<file path="config.mk">
export PLATFORM = sky130hd
export DESIGN_NAME = fpmult_round_pack_stage
export DESIGN_NICKNAME = d
export VERILOG_FILES = /design/src/rtl/fpmult_round_pack_stage.sv
export SDC_FILE = /design/constraint.sdc
export NUM_CORES = 1
export LEC_CHECK = 0
export CAP_MARGIN = 10
export CORE_AREA = 8 8 100 102
export DETAILED_ROUTE_END_ITERATION = 6
export DIE_AREA = 0 0 108 110
export GPL_TIMING_DRIVEN = 0
export PLACE_DENSITY = 0.83
export SETUP_SLACK_MARGIN = 0.4
export SYNTH_ARGS = -nofsm -noshare
export SYNTH_HDL_FRONTEND = slang
export SYNTH_SLANG_ARGS = --single-unit
</file>
<file path="constraint.sdc">
create_clock -name clk -period 2.1 [get_ports clk]
set_clock_uncertainty 0.05 [all_clocks]
set_input_delay 0.42 -clock clk [delete_from_list [all_inputs] [get_ports clk]]
set_output_delay 0.42 -clock clk [all_outputs]
set_load 0.02 [all_outputs]
</file>
<file path="src/rtl/fpmult_round_pack_stage.sv">
// ---------------------------------------------------------------------------
// fpmult_round_pack_stage
//
// Final stage of the single-precision multiplier. Takes the normalized
// exponent pair (E, E+1) and mantissa pair (M, M+1) from the normalize
// stage and applies round-to-nearest-even. It then packs an IEEE-754 single
// and holds the result in a 2-entry skid buffer. Exception flags are
// accumulated for the FPU status logic.
//
// Ports
//   clk, rst        clock; synchronous active-high reset
//   in_valid        upstream result valid
//   in_ready        stage can accept (registered, low only when both entries full)
//   RoundE/RoundEP  biased exponent, and the exponent used when rounding carries
//   RoundM/RoundMP  unrounded mantissa and mantissa+1 (bit 23 = carry-out)
//   Sgn             result sign
//   Guard, Sticky   rounding bits below the LSB
//   Unf             exponent underflow detected upstream
//   NanIn/InfIn/ZeroIn  special-case results
//   out_valid       Z valid
//   out_ready       downstream accepts
//   Z               packed single-precision result
//   Flags           {invalid, overflow, underflow, inexact, carry_round} for Z
//   StickyFlags     OR of Flags of every transferred result
//   flag_clr        clear StickyFlags
// ---------------------------------------------------------------------------
module fpmult_round_pack_stage #(
    parameter int FLAG_W = 5
) (
    input  logic              clk,
    input  logic              rst,
    input  logic              in_valid,
    output logic              in_ready,
    input  logic [8:0]        RoundE,
    input  logic [8:0]        RoundEP,
    input  logic [23:0]       RoundM,
    input  logic [23:0]       RoundMP,
    input  logic              Sgn,
    input  logic              Guard,
    input  logic              Sticky,
    input  logic              Unf,
    input  logic              NanIn,
    input  logic              InfIn,
    input  logic              ZeroIn,
    output logic              out_valid,
    input  logic              out_ready,
    output logic [31:0]       Z,
    output logic [FLAG_W-1:0] Flags,
    output logic [FLAG_W-1:0] StickyFlags,
    input  logic              flag_clr
);

    localparam int FL_INVALID = 4;
    localparam int FL_OVERFLOW = 3;
    localparam int FL_UNDERFLOW = 2;
    localparam int FL_INEXACT = 1;
    localparam int FL_CARRY = 0;

    // ------------------------------------------------------------------
    // Round and pack (combinational)
    // ------------------------------------------------------------------
    logic              rup;
    logic              carry;
    logic              inexact;
    logic [22:0]       sel_m;
    logic [8:0]        sel_e;
    logic [31:0]       res_z;
    logic [FLAG_W-1:0] res_flags;

    // RoundM[23] is always zero by construction upstream.
    logic unused_round_m_msb;
    assign unused_round_m_msb = RoundM[23];

    always_comb begin
        // Round up when above half, or exactly half with an odd LSB (ties to even).
        rup     = Guard & (Sticky | RoundM[0]);
        carry   = rup & RoundMP[23];
        inexact = Guard | Sticky;

        sel_m = RoundM[22:0];
        sel_e = RoundE;
        if (rup) begin
            if (carry) begin
                // M+1 overflowed into bit 23: mantissa wraps to 1.0, exponent +1.
                sel_m = '0;
                sel_e = RoundEP;
            end else begin
                sel_m = RoundMP[22:0];
            end
        end

        res_z     = '0;
        res_flags = '0;
        if (NanIn) begin
            res_z                 = 32'h7FC0_0000;
            res_flags[FL_INVALID] = 1'b1;
        end else if (InfIn) begin
            res_z = {Sgn, 8'hFF, 23'd0};
        end else if (ZeroIn) begin
            res_z = {Sgn, 31'd0};
        end else begin
            res_flags[FL_INEXACT] = inexact;
            res_flags[FL_CARRY]   = carry;
            if (Unf || (sel_e == 9'd0)) begin
                // No denormal support: flush to signed zero.
                res_z                   = {Sgn, 31'd0};
                res_flags[FL_UNDERFLOW] = 1'b1;
                res_flags[FL_INEXACT]   = 1'b1;
            end else if (sel_e >= 9'd255) begin
                res_z                  = {Sgn, 8'hFF, 23'd0};
                res_flags[FL_OVERFLOW] = 1'b1;
                res_flags[FL_INEXACT]  = 1'b1;
            end else begin
                res_z = {Sgn, sel_e[7:0], sel_m};
            end
        end
    end

    // ------------------------------------------------------------------
    // Skid buffer and sticky flags
    //
    // Handshake: a beat moves on a rising edge where valid & ready are both
    // high on that side. in_valid/in_ready: upstream beat accepted.
    // out_valid/out_ready: Z/Flags transferred. While out_valid is high and
    // out_ready is low, Z and Flags hold. R0 is the visible entry; R1 only
    // fills when R0 is stalled, and in_ready is simply !R1-full.
    // ------------------------------------------------------------------
    logic              r0_valid_q, r0_valid_d;
    logic [31:0]       r0_z_q, r0_z_d;
    logic [FLAG_W-1:0] r0_flags_q, r0_flags_d;
    logic              r1_valid_q, r1_valid_d;
    logic [31:0]       r1_z_q, r1_z_d;
    logic [FLAG_W-1:0] r1_flags_q, r1_flags_d;
    logic [FLAG_W-1:0] sticky_q, sticky_d;
    logic              accept;
    logic              xfer;

    assign in_ready    = ~r1_valid_q;
    assign out_valid   = r0_valid_q;
    assign Z           = r0_z_q;
    assign Flags       = r0_flags_q;
    assign StickyFlags = sticky_q;

    always_comb begin
        accept = in_valid & in_ready;
        xfer   = r0_valid_q & out_ready;

        r0_valid_d = r0_valid_q;
        r0_z_d     = r0_z_q;
        r0_flags_d = r0_flags_q;
        r1_valid_d = r1_valid_q;
        r1_z_d     = r1_z_q;
        r1_flags_d = r1_flags_q;

        if (xfer) begin
            if (r1_valid_q) begin
                r0_z_d     = r1_z_q;
                r0_flags_d = r1_flags_q;
                r1_valid_d = 1'b0;
            end else begin
                r0_valid_d = 1'b0;
            end
        end

        // accept implies R1 empty, so R1 never has to drain and fill at once.
        if (accept) begin
            if (!r0_valid_q || xfer) begin
                r0_valid_d = 1'b1;
                r0_z_d     = res_z;
                r0_flags_d = res_flags;
            end else begin
                r1_valid_d = 1'b1;
                r1_z_d     = res_z;
                r1_flags_d = res_flags;
            end
        end

        // Clear and set together: the newly transferred flags survive.
        if (flag_clr) begin
            sticky_d = xfer ? r0_flags_q : '0;
        end else begin
            sticky_d = sticky_q | (xfer ? r0_flags_q : '0);
        end
    end

    always_ff @(posedge clk) begin
        if (rst) begin
            r0_valid_q <= 1'b0;
            r0_z_q     <= '0;
            r0_flags_q <= '0;
            r1_valid_q <= 1'b0;
            r1_z_q     <= '0;
            r1_flags_q <= '0;
            sticky_q   <= '0;
        end else begin
            r0_valid_q <= r0_valid_d;
            r0_z_q     <= r0_z_d;
            r0_flags_q <= r0_flags_d;
            r1_valid_q <= r1_valid_d;
            r1_z_q     <= r1_z_d;
            r1_flags_q <= r1_flags_d;
            sticky_q   <= sticky_d;
        end
    end

endmodule

</file>
# Word level (Yosys, flattened, before mapping)
# Index checks and enable logic that the tools add are counted.
# word_totals
wordCells	57
out_inout_bits	44
regBits	81
# op_classes
order_cmp	1
reduce_logical	5
bitwise	9
muxes	35
# ops
cell	n
32-bit 2-to-1 mux	5
31-bit 2-to-1 mux	4
23-bit 2-to-1 mux	2
5-bit 2-to-1 mux	6
9-bit 2-to-1 mux	2
1-bit 2-to-1 mux	13
4-bit 2-to-1 mux	3
9-bit by 8-bit >= comparator with 1-bit output, second input constant	1
9-bit zero test	1
5-bit OR	1
1-bit AND	4
1-bit logical OR	2
1-bit NOT	2
1-bit OR	2
2-bit AND reduction	1
1-bit zero test	1

# Longest topological paths before layout
# logic_depth
depth_word	13
ltp_mapped	7

# Worst setup path after synthesis
# OpenSTA, ideal clock, no wires.
# synth_timing
path_type	input port to flip-flop
startpoint	input port RoundMP[23]
endpoint	register r0_z_q[2], in the netlist Z[2]
slack_ns	0.271
n_path_buf	2
cell_stages	6
arrival_time_ns	1.706
required_ns	1.977
path_cell_list	buf_2 o211ai_2 o31a_2 or3_4 buf_6 o22ai_2
# synth_between
elab_chain_len	11
word_cells_on_any_way	15
cone_classes	order compare: 1; mux: 11; bitwise: 1; reduce/logical: 2
# synth_rtl
item	line_no	text
start: declaration	37	input logic [23:0] RoundMP,
1-bit AND *	77	carry = rup & RoundMP[23];
9-bit 2-to-1 mux	83	if (carry) begin
9-bit 2-to-1 mux	82	if (rup) begin
9-bit by 8-bit >= comparator with 1-bit output / 9-bit zero test (equally long branches)	109, 104	
31-bit 2-to-1 mux / 1-bit logical OR (equally long branches)	109, 104	
31-bit 2-to-1 mux *	104	if (Unf || (sel_e == 9'd0)) begin
31-bit 2-to-1 mux *	99	end else if (ZeroIn) begin
31-bit 2-to-1 mux *	97	end else if (InfIn) begin
32-bit 2-to-1 mux *	94	if (NanIn) begin
32-bit 2-to-1 mux *	167	if (!r0_valid_q || xfer) begin
32-bit 2-to-1 mux *	166	if (accept) begin
end signal: assignment	197	r0_z_q <= r0_z_d;
end: declaration	129	logic [31:0] r0_z_q, r0_z_d;
# Every way passes the cells marked *; elsewhere a longest branch is shown, timed or not.
# A chain may end at the register's enable or synchronous reset.

# Worst setup path after layout
# layout_timing
startpoint	input port RoundEP[0]
endpoint	register r0_z_q[11], in the netlist Z[11]
# layout_between
elab_chain_len	10
word_cells_on_any_way	12
cone_classes	order compare: 1; mux: 9; reduce/logical: 2
# layout_rtl
item	line_no	text
start: declaration	35	input logic [8:0] RoundEP,
9-bit 2-to-1 mux *	83	
9-bit 2-to-1 mux *	82	
9-bit by 8-bit >= comparator with 1-bit output / 9-bit zero test (equally long branches)	109, 104	
31-bit 2-to-1 mux / 1-bit logical OR (equally long branches)	109, 104	
31-bit 2-to-1 mux *	104	
31-bit 2-to-1 mux *	99	
31-bit 2-to-1 mux *	97	
32-bit 2-to-1 mux *	94	
32-bit 2-to-1 mux *	167	
32-bit 2-to-1 mux *	166	
# Marks and branches as above.

==> metrics.md <==
| Metric | Value |
|---|---|
| Share of layout cells above drive strength 1 | 0.2412 |
| Final period utilization | 0.8633 |
| Clock buffer depth | 2 |
| Worst VDD drop | about 0.34 mV |
| Synthesized flop and latch total | 81 |
| Crit end category | flip-flop |
| Library cells used by synthesis | 48 |
| Num CTS Buffers | 9 |
| Register cell area after layout | roughly 1600 um2 |
| Vias in the first global route | about 4100 |
| 1st-pass router iterations | 4 |
| Footprint of the multi-input gates | approximately 2200 um2 |
| Total negative setup slack | 0 ns |
| Ys async rst share | 0 |
| Pwr dens | 569.1 nW/um2 |
| Root Driver | clkbuf_8 |
| Unrepaired setup endpoints after global routing | yes |
| Final RePlAce weighted congestion | between 0.9 and 1 |
| Yosys warns | 0 |
| Final Instance Count excl. Fillers | around 680 |
| Post-synthesis sequential area ratio | 0.4281 |
| Rows | 34 |
| First-pass GRT wire length | approximately 20000 um |
| Final Critical Period | ~1.8 ns |
| Total global routing overflow | 0 |
| Die area | ~12000 um2 |
| Final Net Count | 641 |
| Htree depth | 3 |
| Hold crit path type | input pin to flip-flop |
| Final setup violation count | 0 |
| DP HPWL | 8853 um |
| Starting Density | 0.4474 |
| Slew Viols, Final | 0 |
| Slew margin rel. | 0.6430 |
| Pin count of the biggest net entering global routing | 16 |
| Max_cap viols | 0 |
| Final hold violations | 0 |
| Crit Path Category | input pin to flip-flop |
| Fillers | 643 |
| Most frequent cell after synthesis | dfxtp_1 |
| Core area | 8466 um2 |
| Total number of vias | 3927 |
| Antenna diodes | 0 |
| Synth top area cells | dfxtp_1 (43%), mux2i_1 (10%), o22ai_2 (6.6%) |
| DRC errors left | 0 |
| Status | finished clean |
| Worst skew pair latency | 0.35 ns |
| Area Overhead vs Synth | 52.49% |
| R2r setup slk | between 0.3 and 0.4 ns |
| Leak | 2.525 nW |
| Synthesized Nets | 485 |
| Worst slew pin tran | 0.5314 ns |
| Antenna violations before repair | 1 |
| Vias per inst | between 5 and 6 |
| Worst Path Max Fanout | 5 |
| CTS Hold Buffers Added | 0 |
| Die W | 108 um |
| CP arrival | a little over 2 ns |
| Placed insts | 634 |
| Initial DRC Count | approximately 170 |
| Post-DRT Antenna Nets | 0 |
| WL final | 13130 um |
| Most common library cells after synthesis | dfxtp_1 (81), nand2_1 (45), a21oi_1 (38), mux2i_1 (38), o21ai_0 (23) |
| Input/output buffers | roughly 120 |
| Cell taking the most area after synthesis | dfxtp_1 |
| Final core utilization | 0.6822 |
| Synth top area share | 0.4281 |
| Fmax | ~550 MHz |
| Clock-pin slew on the worst setup and hold paths | about 0.090 ns |
| GRT Total Usage | 0.2117 |
| Number of flops mapped to enable cells by yosys | 0 |
| I/O pins | ~120 |
| Syn Area/Cell | 9.306 um2 |
| Cell Area, Synth | around 3800 um2 |
| Routed WL per cell | 19.43 um |
| CTS tree | done |
| Synth Instances | approximately 400 |
| Worst EP required | roughly 2.3 ns |
| Worst Setup Start Kind | input pin |
| Die Span Y | around 110 um |
| Sink Count | 81 |
| Top_reg_cell synth | dfxtp_1 |
## cell families after synthesis
kind of cell           count (synthesis)  share of synthesized area
AND/OR/NAND/NOR                      130                     0.1817
flip-flops                            81                     0.4281
buffers and inverters                 34                    0.04163
AO/OA/AOI/OAI                        122                     0.2422
multiplexers                          40                     0.1064
## power by group
part | switching (mW) | internal (mW)
logic | 0.343 | 0.286
clock network | 0.620 | 0.434
registers | 0.0267 | 1.58
## final timing paths
check                                        startpoint                    endpoint  cells past startpoint
worst max-delay path                         RoundEP[0]            Z[11]$_SDFF_PP0_                      8
worst min-delay path                              NanIn  r1_flags_q[4]$_SDFFE_PP0P_                      3
worst max register to register    r1_valid_q$_SDFF_PP0_            Z[11]$_SDFF_PP0_                      7
worst min register to register  r1_z_q[21]$_SDFFE_PP0P_     r1_z_q[21]$_SDFFE_PP0P_                      2
## sequential cells by signal, indices dropped and copies added (netlist names)
signal,flops
Flags,5
out_valid,1
r1_flags_q,5
r1_valid_q,1
Z,32
r1_z_q,32
StickyFlags,5
## per-layer routing
| metal | wire length [um] | track usage | up-vias |
|---|---|---|---|
| met1 | 5239 | 0.2401 | 1843 |
| met5 | 16 | 0 | - |
| met4 | 398 | 0.09514 | 2 |
| met2 | 6237 | 0.3522 | 215 |
| met3 | 1241 | 0.07500 | 42 |
| li1 | - | - | 1825 |
## per-stage QoR
| stage | total power [mW] | area, um2 | hold slack, ns | worst slack (ns) |
|---|---|---|---|---|
| 6_report | 3.287 | 5776 | 0.3726 | 0.2872 |
| 5_1_grt | 3.400 | 5776 | 0.3898 | 0.2582 |
| 4_1_cts | 3.231 | 5597 | 0.3571 | 0.2531 |
| 3_5_place_dp | 2.207 | 5151 | 0.3911 | -0.4506 |
| 3_3_place_gp | 2.197 | 5151 | 0.3819 | -0.4495 |
| 2_1_floorplan | 1.906 | 3825 | 0.3691 | 0.3791 |
## cell type report
class / count / share of cell area
multi-input combinational: 292 / 0.3860
sequential: 81 / 0.2812
timing repair buffer: 145 / 0.2372
buffer: 29 / 0.03791
tap: 108 / 0.02340
clock buffer: 9 / 0.02145
clock inverter: 7 / 0.009532
inverter: 5 / 0.003250
## worst max-delay path, stage by stage
cell	delay, ns
dlygate4sd2_1	0.28
nand4_1	0.10
nor2_1	0.08
o31a_2	0.34
or3_4	0.46
buf_12	0.16
buf_12	0.13
o22ai_2	0.08
## cell usage in the layout (no fill, tap or decap), types with 7 or more instances in the layout
cell type        count
mux2i_1             38
buf_2                8
buf_6               11
clkbuf_8             9
nor2_1              13
clkbuf_1             9
clkdlybuf4s50_1     47
o211a_1              7
dlygate4sd2_1       56
clkbuf_2             7
nand2_1             42
a21oi_1             37
dfxtp_1             79
o22ai_2             20
o21ai_0             15
buf_4               20
o21ai_1              7
nor3b_1             22
nand3_1              7
## repair_timing
action                     in CTS  in global routing
buffers inserted               16                  6
setup endpoints to repair     118                 68
gates cloned                    4                  0
gates resized for setup       143                 59
pin swaps                      12                 12
Power figures use the tool's default switching activity.
